File: config.mk
export PLATFORM = sky130hd
export DESIGN_NAME = soc_bus_arbiter_flat
export DESIGN_NICKNAME = d
export VERILOG_FILES = /design/src/rtl/soc_bus_arbiter_if.sv /design/src/rtl/soc_bus_arbiter.sv /design/src/flat_wrapper.sv
export SDC_FILE = /design/constraint.sdc
export NUM_CORES = 1
export LEC_CHECK = 0
export ABC_AREA = 1
export CORE_AREA = 2 2 104 106
export CTS_CLUSTER_SIZE = 25
export DETAILED_ROUTE_END_ITERATION = 10
export DIE_AREA = 0 0 106 108
export PLACE_DENSITY = 0.67
export SYNTH_ARGS = -nofsm -noshare
export SYNTH_HDL_FRONTEND = slang
export SYNTH_SLANG_ARGS = --single-unit
File: constraint.sdc
create_clock -name clk -period 3.5 [get_ports clk]
set_input_delay 0.7 -clock clk [delete_from_list [all_inputs] [get_ports clk]]
set_output_delay 0.7 -clock clk [all_outputs]
set_load 0.1 [all_outputs]
File: src/rtl/soc_bus_arbiter_if.sv
//------------------------------------------------------------------------------
// soc_bus_arbiter_if : master-side and decoder-side signals of the bus arbiter
// Revision 1.0
//------------------------------------------------------------------------------
`default_nettype none

interface soc_bus_arbiter_if #(
  parameter int NUM_MASTERS = 2,
  parameter int ADDR_W      = 32,
  parameter int DATA_W      = 32
);
  logic [NUM_MASTERS-1:0]        m_req;
  logic [NUM_MASTERS*ADDR_W-1:0] m_addr;
  logic [NUM_MASTERS-1:0]        m_wr_en;
  logic [NUM_MASTERS*DATA_W-1:0] m_wdata;
  logic [NUM_MASTERS-1:0]        m_gnt;
  logic [DATA_W-1:0]             m_rdata;
  logic                          s_valid;
  logic [ADDR_W-1:0]             s_addr;
  logic                          s_wr_en;
  logic [DATA_W-1:0]             s_wdata;
  logic [DATA_W-1:0]             s_rdata;
  logic [1:0]                    arb_owner;
  logic                          arb_preempt;

  // Arbiter view
  modport slave (
    input  m_req, m_addr, m_wr_en, m_wdata, s_rdata,
    output m_gnt, m_rdata, s_valid, s_addr, s_wr_en, s_wdata, arb_owner, arb_preempt
  );

  // Bus masters and decoder view
  modport master (
    output m_req, m_addr, m_wr_en, m_wdata, s_rdata,
    input  m_gnt, m_rdata, s_valid, s_addr, s_wr_en, s_wdata, arb_owner, arb_preempt
  );
endinterface

`default_nettype wire

File: src/rtl/soc_bus_arbiter.sv
//------------------------------------------------------------------------------
// soc_bus_arbiter : round-robin arbiter for the shared SoC bus, registered grant.
// Optional hold-limit preemption enabled by defining ARB_HOLD_LIMIT_EN.
// Revision 1.0
//------------------------------------------------------------------------------
`default_nettype none

module soc_bus_arbiter #(
  parameter int NUM_MASTERS = 2,
  parameter int ADDR_W      = 32,
  parameter int DATA_W      = 32,
  parameter int MAX_HOLD    = 16
) (
  input  logic              clk,
  input  logic              rst_n,
  soc_bus_arbiter_if.slave  bus
);

  generate
    if (NUM_MASTERS < 2 || NUM_MASTERS > 4) begin : g_bad_num_masters
      $error("soc_bus_arbiter: NUM_MASTERS must be in 2..4");
    end
    if (MAX_HOLD < 2) begin : g_bad_max_hold
      $error("soc_bus_arbiter: MAX_HOLD must be >= 2");
    end
  endgenerate

  typedef enum logic [0:0] {
    IDLE  = 1'b0,
    GRANT = 1'b1
  } state_t;

  state_t                 r_state, w_state_nxt;
  logic [NUM_MASTERS-1:0] r_gnt, w_gnt_nxt;
  logic [1:0]             r_owner, w_owner_nxt;
  logic [1:0]             r_last, w_last_nxt;

  logic [3:0]             w_req4;
  logic [1:0]             w_winner;
  logic                   w_found;
  logic                   w_owner_req;
  logic                   w_valid;

  // Requests widened to four so owner-indexed lookups never go out of range
  always_comb begin
    w_req4 = '0;
    for (int i = 0; i < NUM_MASTERS; i++) begin
      w_req4[i] = bus.m_req[i];
    end
  end

  assign w_owner_req = w_req4[r_owner];

  always_comb begin
    w_winner = '0;
    w_found  = 1'b0;
    for (int k = 1; k <= NUM_MASTERS; k++) begin
      if (!w_found && w_req4[(int'(r_last) + k) % NUM_MASTERS]) begin
        w_found  = 1'b1;
        w_winner = 2'((int'(r_last) + k) % NUM_MASTERS);
      end
    end
  end

`ifdef ARB_HOLD_LIMIT_EN
  localparam int c_hold_w = $clog2(MAX_HOLD + 1);

  logic [c_hold_w-1:0] r_hold, w_hold_nxt;
  logic                r_preempt, w_preempt_nxt;
  logic                w_others;

  assign w_others = |(w_req4 & ~(4'b0001 << r_owner));
`endif

  always_comb begin
    w_state_nxt = r_state;
    w_gnt_nxt   = r_gnt;
    w_owner_nxt = r_owner;
    w_last_nxt  = r_last;
`ifdef ARB_HOLD_LIMIT_EN
    w_hold_nxt    = r_hold;
    w_preempt_nxt = 1'b0;
`endif
    case (r_state)
      IDLE: begin
        if (w_found) begin
          w_state_nxt = GRANT;
          w_owner_nxt = w_winner;
          for (int i = 0; i < NUM_MASTERS; i++) begin
            w_gnt_nxt[i] = (i == int'(w_winner));
          end
`ifdef ARB_HOLD_LIMIT_EN
          w_hold_nxt = '0;
`endif
        end
      end
      GRANT: begin
        if (!w_owner_req) begin
          w_state_nxt = IDLE;
          w_gnt_nxt   = '0;
          w_last_nxt  = r_owner;
        end
`ifdef ARB_HOLD_LIMIT_EN
        else if (r_hold == c_hold_w'(MAX_HOLD - 1) && w_others) begin
          w_state_nxt   = IDLE;
          w_gnt_nxt     = '0;
          w_last_nxt    = r_owner;
          w_preempt_nxt = 1'b1;
        end else if (r_hold != c_hold_w'(MAX_HOLD)) begin
          w_hold_nxt = r_hold + c_hold_w'(1);
        end
`endif
      end
      default: begin
        w_state_nxt = IDLE;
        w_gnt_nxt   = '0;
      end
    endcase
  end

  always_ff @(posedge clk or negedge rst_n) begin
    if (!rst_n) begin
      r_state <= IDLE;
      r_gnt   <= '0;
      r_owner <= '0;
      r_last  <= 2'(NUM_MASTERS - 1);
`ifdef ARB_HOLD_LIMIT_EN
      r_hold    <= '0;
      r_preempt <= 1'b0;
`endif
    end else begin
      r_state <= w_state_nxt;
      r_gnt   <= w_gnt_nxt;
      r_owner <= w_owner_nxt;
      r_last  <= w_last_nxt;
`ifdef ARB_HOLD_LIMIT_EN
      r_hold    <= w_hold_nxt;
      r_preempt <= w_preempt_nxt;
`endif
    end
  end

`ifdef ARB_HOLD_LIMIT_EN
  assign bus.arb_preempt = r_preempt;
`else
  assign bus.arb_preempt = 1'b0;
`endif

  // An owner that already dropped its request gets no bus cycle in its last granted cycle
  assign w_valid = (|r_gnt) & w_owner_req;

  always_comb begin
    bus.s_addr  = '0;
    bus.s_wdata = '0;
    bus.s_wr_en = 1'b0;
    if (w_valid) begin
      for (int i = 0; i < NUM_MASTERS; i++) begin
        if (int'(r_owner) == i) begin
          bus.s_addr  = bus.m_addr[i*ADDR_W +: ADDR_W];
          bus.s_wdata = bus.m_wdata[i*DATA_W +: DATA_W];
          bus.s_wr_en = bus.m_wr_en[i];
        end
      end
    end
  end

  assign bus.s_valid   = w_valid;
  assign bus.m_gnt     = r_gnt;
  assign bus.arb_owner = r_owner;
  assign bus.m_rdata   = bus.s_rdata;

endmodule

`default_nettype wire

File: src/flat_wrapper.sv
// flat-port wrapper written by rule: the top's interface ports become plain ports
module soc_bus_arbiter_flat 
#(
  parameter int NUM_MASTERS = 2,
  parameter int ADDR_W      = 32,
  parameter int DATA_W      = 32,
  parameter int MAX_HOLD    = 16
)
  (clk, rst_n, bus_m_req, bus_m_addr, bus_m_wr_en, bus_m_wdata, bus_s_rdata, bus_m_gnt, bus_m_rdata, bus_s_valid, bus_s_addr, bus_s_wr_en, bus_s_wdata, bus_arb_owner, bus_arb_preempt);
  soc_bus_arbiter_if #(.NUM_MASTERS(NUM_MASTERS), .ADDR_W(ADDR_W), .DATA_W(DATA_W)) bus_i ();
  input  logic clk;
  input  logic rst_n;
  input wire logic [$bits(bus_i.m_req)-1:0] bus_m_req;
  input wire logic [$bits(bus_i.m_addr)-1:0] bus_m_addr;
  input wire logic [$bits(bus_i.m_wr_en)-1:0] bus_m_wr_en;
  input wire logic [$bits(bus_i.m_wdata)-1:0] bus_m_wdata;
  input wire logic [$bits(bus_i.s_rdata)-1:0] bus_s_rdata;
  output wire logic [$bits(bus_i.m_gnt)-1:0] bus_m_gnt;
  output wire logic [$bits(bus_i.m_rdata)-1:0] bus_m_rdata;
  output wire logic [$bits(bus_i.s_valid)-1:0] bus_s_valid;
  output wire logic [$bits(bus_i.s_addr)-1:0] bus_s_addr;
  output wire logic [$bits(bus_i.s_wr_en)-1:0] bus_s_wr_en;
  output wire logic [$bits(bus_i.s_wdata)-1:0] bus_s_wdata;
  output wire logic [$bits(bus_i.arb_owner)-1:0] bus_arb_owner;
  output wire logic [$bits(bus_i.arb_preempt)-1:0] bus_arb_preempt;
  assign bus_i.m_req = bus_m_req;
  assign bus_i.m_addr = bus_m_addr;
  assign bus_i.m_wr_en = bus_m_wr_en;
  assign bus_i.m_wdata = bus_m_wdata;
  assign bus_i.s_rdata = bus_s_rdata;
  assign bus_m_gnt = bus_i.m_gnt;
  assign bus_m_rdata = bus_i.m_rdata;
  assign bus_s_valid = bus_i.s_valid;
  assign bus_s_addr = bus_i.s_addr;
  assign bus_s_wr_en = bus_i.s_wr_en;
  assign bus_s_wdata = bus_i.s_wdata;
  assign bus_arb_owner = bus_i.arb_owner;
  assign bus_arb_preempt = bus_i.arb_preempt;
  soc_bus_arbiter #(.NUM_MASTERS(NUM_MASTERS), .ADDR_W(ADDR_W), .DATA_W(DATA_W), .MAX_HOLD(MAX_HOLD)) u_core (.clk(clk), .rst_n(rst_n), .bus(bus_i));
endmodule
After elaboration in Yosys (flattened, before gate mapping)
Index checks and enable logic that the tools add are counted.
- flip-flop bits (word level): 6
- logic and storage cells: 53
- output and inout bits: 103
- mux-type cells: 27
- bitwise logic cells: 5
- add/subtract/negate cells: 2
- reduce and logical (&&, ||, !) cells: 8
- $lt $le $gt $ge: 3
- equality and inequality tests: 4
- operator list (cell ; count):
    two-way mux 32 bit ; 6
    two-way mux 1 bit ; 12
    less-than comparator 2 x 4 -> 1 bit (second input constant) ; 2
    two-way mux 2 bit ; 4
    binary-select mux 1 bit (select 2 bit) ; 3
    AND reduction 2 bit ; 3
    logical NOT 2 bit ; 2
    case mux 2 bit (2 select lines) ; 1
    less-than comparator 2 x 3 -> 1 bit (second input constant) ; 1
    adder 1 bit (second input constant) ; 2
    AND 1 bit (first input constant) ; 2
    == test 2 bit (first input constant) ; 1
    == test 2 bit (second input constant) ; 1
    != test 2 x 1 -> 1 bit (second input constant) ; 1
    != test 2 bit (second input constant) ; 1
    inverter 1 bit ; 2
    case mux 1 bit (2 select lines) ; 1
    OR reduction 2 bit ; 1
    AND 1 bit ; 1
    logical AND 1 bit ; 1
    logical NOT 1 bit ; 1

Depth between registers and ports, before layout
- depth in word-level cells: 12
- depth in mapped cells: 7
- gate-level depth less buffers: 5

Least setup slack after synthesis
OpenSTA, ideal clock, no wires.
- kind: register to output
- start point: register u_core.r_owner[0] (netlist: u_core.bus.arb_owner[0])
- end point: output bus_s_addr[12]
- arrival time: 2.925 ns
- stages on the path, launching flop included: 7
- setup slack: -0.125 ns
- required time: 2.800 ns
- path buffers: 2
- cell sequence: dfrtp_1 > nand2_1 > nand2_1 > o21ai_2 > buf_4 > buf_6 > nor2_1
- longest elaborated chain between the ends: 4
- elaborated cells on any way between the ends: 8
- RTL lines (element ; line ; text):
    start: declaration ; soc_bus_arbiter.sv:35 ; logic [1:0] r_owner, w_owner_nxt;
    start signal: assignment ; soc_bus_arbiter.sv:134 ; r_owner <= w_owner_nxt;
    binary-select mux 1 bit (select 2 bit) / logical NOT 2 bit (equally long branches) ; soc_bus_arbiter.sv:52, soc_bus_arbiter.sv:158 ;
    two-way mux 1 bit (implied by the code) / two-way mux 32 bit (equally long branches) ; soc_bus_arbiter.sv:52, soc_bus_arbiter.sv:158 ;
    AND 1 bit / two-way mux 32 bit (equally long branches) ; soc_bus_arbiter.sv:150, soc_bus_arbiter.sv:158 ;
    two-way mux 32 bit (*) ; soc_bus_arbiter.sv:156 ; if (w_valid) begin
    end: declaration ; flat_wrapper.sv:21 ; output wire logic [$bits(bus_i.s_addr)-1:0] bus_s_addr;
Every way passes the cells marked *; elsewhere a longest branch is shown, timed or not. The select of a mux whose other input is x is not followed.

Worst setup path in the final report
- start point: register u_core.r_owner[0] (netlist: u_core.bus.arb_owner[0])
- end point: output bus_s_addr[18]
Same word-level chain as after synthesis.

==> results by group <==
Timing
  • Hold WS: between 500 and 600 ps
  • Final setup viols: 0
  • Relative slew slack: 54.9%
  • Slew Limit Fails: 0
  • Setup TNS: 0 ps
  • Skew final: between 4 and 5 ps
  • Post-route minimum period: just under 3000 ps
  • Unrepaired setup endpoints after global routing: no
  • Final hold violation count: 0
  • Slew @ Worst Pin: between 600 and 700 ps
  • F_max: 0.337 GHz
  • PnR worst setup slack: 529 ps
  • Final period util: roughly 85%

Yosys
  • EDFF count, synth: 0
  • Count of cell types in the netlist: 16
  • Largest family of logic cells by synthesized area: simple AND/OR/NAND/NOR gates
  • Async set or reset register ratio after synthesis: 100%
  • XOR/XNOR Fraction of Synth Area: 0%
  • Most numerous cell in the Yosys netlist: nand2_1
  • Area leader, netlist: a21boi_0
  • Mapped cell area: roughly 1600 µm²
  • Top FF cell, synth: dfrtp_1
  • Synth top area share: between 20 and 30%
  • Synth top area cells: a21boi_0, buf_4, nand2_1
  • Syn_area_per_cell: between 5 and 6 µm²
  • Simple-Gate Fraction of Synth Area: 34.4%
  • Mux cell area share after synthesis: 0%
  • Compound-Gate Fraction of Synth Area: 32.2%
  • FF+latch count, synth: 5
  • Yosys warns: 0
  • Cells after Synth: roughly 280
  • Sequential cell area fraction in the yosys report: under 10%
  • Synth Area in Adders: 0%
  • Top cells by count, synth: nand2_1, nor2_1, a21boi_0

Detailed routing
  • Vias: between 2k and 2.5k
  • TritonRoute pass-1 iters: 6
  • Routed Antenna Nets: 0
  • Routed WL: about 7500 µm
  • Vias per Instance: 4.16
  • Average wire per standard cell: approximately 13 µm
  • Remaining routing DRC violations: 0
  • Starting DRT DRC Count: roughly 160

Setup path
  • WP data required: around 2800 ps
  • Crit path kind: reg2out
  • CP Capture Type: output port
  • Startpoint Class: register
  • Critical path arrival: roughly 2300 ps
  • CP Max Fanout: 67

Global routing
  • Overflow after GRT: 0
  • Antenna violations before repair: 0
  • First-pass GRT wire length: roughly 11000 µm
  • Largest net degree at the start of global routing: 68
  • Total GRT Usage: 11.9%
  • Vias in the first global route: around 2.3k

CTS
  • Post_cts resized: 0
  • Hold_buf cts: 0
  • Worst-path clk slew: 40 ps
  • CTS tree: yes
  • Clk Latency, worst-skew pair: 230 ps
  • Setup Fix Bufs, Post-CTS: 0
  • CTS buffer count: 3
  • Clock buffer depth: 2
  • H-Tree Depth: 1
  • Clock sinks: 5
  • Clock root cell: clkbuf_8

Layout
  • Fin nets: roughly 600
  • Area Growth Syn to Fin: 163%
  • Diode count: 0
  • Post-layout util: 40.8%
  • Share of layout cells above drive strength 1: between 20% and 30%
  • Non-Filler Instances: between 500 and 600

Pwr
  • Pwr Density: between 900 and 1000 nW/µm²
  • Worst VDD drop: approximately 0.63 mV
  • Leak Pwr: 0.00170 µW

Worst hold path
  • Worst min path class: reg2reg

Placement
  • GP Congestion: 0.825
  • Setup WS pre-CTS: around 530 ps
  • DP Wirelength: 6190 µm
  • Cells after DPL: about 570
  • Port Buf Inserts: 202

Floorplanning
  • Die width: 106 µm
  • Initial Util: roughly 16%
  • Num ports: ~270
  • FP Rows: 37
  • Die height: 108 µm
  • Die area: 11400 µm²
  • Core area: between 10000 and 15000 µm²

Run status
  • Status: complete, no violations

Job
  • Max Cap Viol: 0
==> kinds of logic after synthesis <==
| logic type | after synthesis |
|---|---|
| AOI/OAI and AO/OA | 69 |
| DFF | 5 |
| buffers and inverters | 59 |
| and+or+nand+nor | 144 |
| other | 1 |
==> routing by layer <==
layer	GRT usage [%]	up-vias	wire length [µm]
li1	-	1164	-
met1	12.3	1041	2530
met2	22.8	138	4010
met3	3.50	30	762
met4	3.95	0	205
met5	0	-	0
==> state kept, by name (all words and copies together) (netlist names) <==
register / flops
u_core.bus.m_gnt: 2
u_core.bus.arb_owner: 1
u_core.r_last: 1
u_core.r_state: 1
==> where the power goes <==
| part | total, µW | internal (µW) | leakage (µW) | switching, µW |
|---|---|---|---|---|
| registers | 113 | 90.1 | 0.0000581 | 23.0 |
| logic | 3830 | 1230 | 0.00162 | 2600 |
| clock network | 109 | 76.8 | 0.0000255 | 32.6 |
==> path summary, 6_finish.rpt <==
kind / from / end / slack [ps] / cells past startpoint
max in group asynchronous: rst_n / u_core.r_last[0] / 2540 / 1
min in group asynchronous: rst_n / u_core.bus.m_gnt[1] / 700 / 1
worst max-delay path: u_core.bus.arb_owner[0] / bus_s_addr[18] / 530 / 7
worst min-delay path: u_core.r_last[0] / u_core.r_last[0] / 510 / 2
worst min register to register: u_core.r_last[0] / u_core.r_last[0] / 510 / 2
worst max register to register: u_core.bus.arb_owner[0] / u_core.bus.m_gnt[0] / 1950 / 5
==> critical path, cell delays in order, from the launching register on <==
cell     delay [ps]
dfrtp_2         350
buf_4           550
nand2_1         190
nand2_1         160
o21ai_4          70
buf_4           250
nor2_1          250
buf_12          210
==> metrics by stage <==
step,area [µm²],power (µW)
5_1_grt,4180,4220
6_report,4180,4050
2_1_floorplan,1630,2800
3_3_place_gp,4130,3930
3_5_place_dp,4130,3970
4_1_cts,4180,4080
==> placed cells by master (no fill, tap or decap) <==
cell type | netlist | final
clkdlybuf4s50_1 | 0 | 133
nand2_1 | 74 | 74
buf_12 | 0 | 66
a21boi_0 | 61 | 61
nor2_1 | 65 | 50
nor2_2 | 0 | 15
buf_4 | 37 | 7
nand3_1 | 5 | 5
a21boi_1 | 4 | 4
o21ai_0 | 3 | 3
clkbuf_8 | 0 | 3
dfrtp_1 | 4 | 3
inv_2 | 2 | 2
inv_1 | 2 | 2
conb_1 | 1 | 2
o21ai_4 | 0 | 1
clkinv_2 | 0 | 1
dfrtp_2 | 0 | 1
dfstp_2 | 1 | 1
==> final cells by class <==
| type | instances | area [µm²] |
|---|---|---|
| multi-input combinational | 215 | 1110 |
| fill | 999 | 6060 |
| clock inverter | 1 | 5.00 |
| inverter | 4 | 15.0 |
| clock buffer | 3 | 41.3 |
| tap | 136 | 170 |
| sequential | 5 | 128 |
| timing repair buffer | 206 | 2710 |
Note: power is estimated with default switching activity, not from simulation.
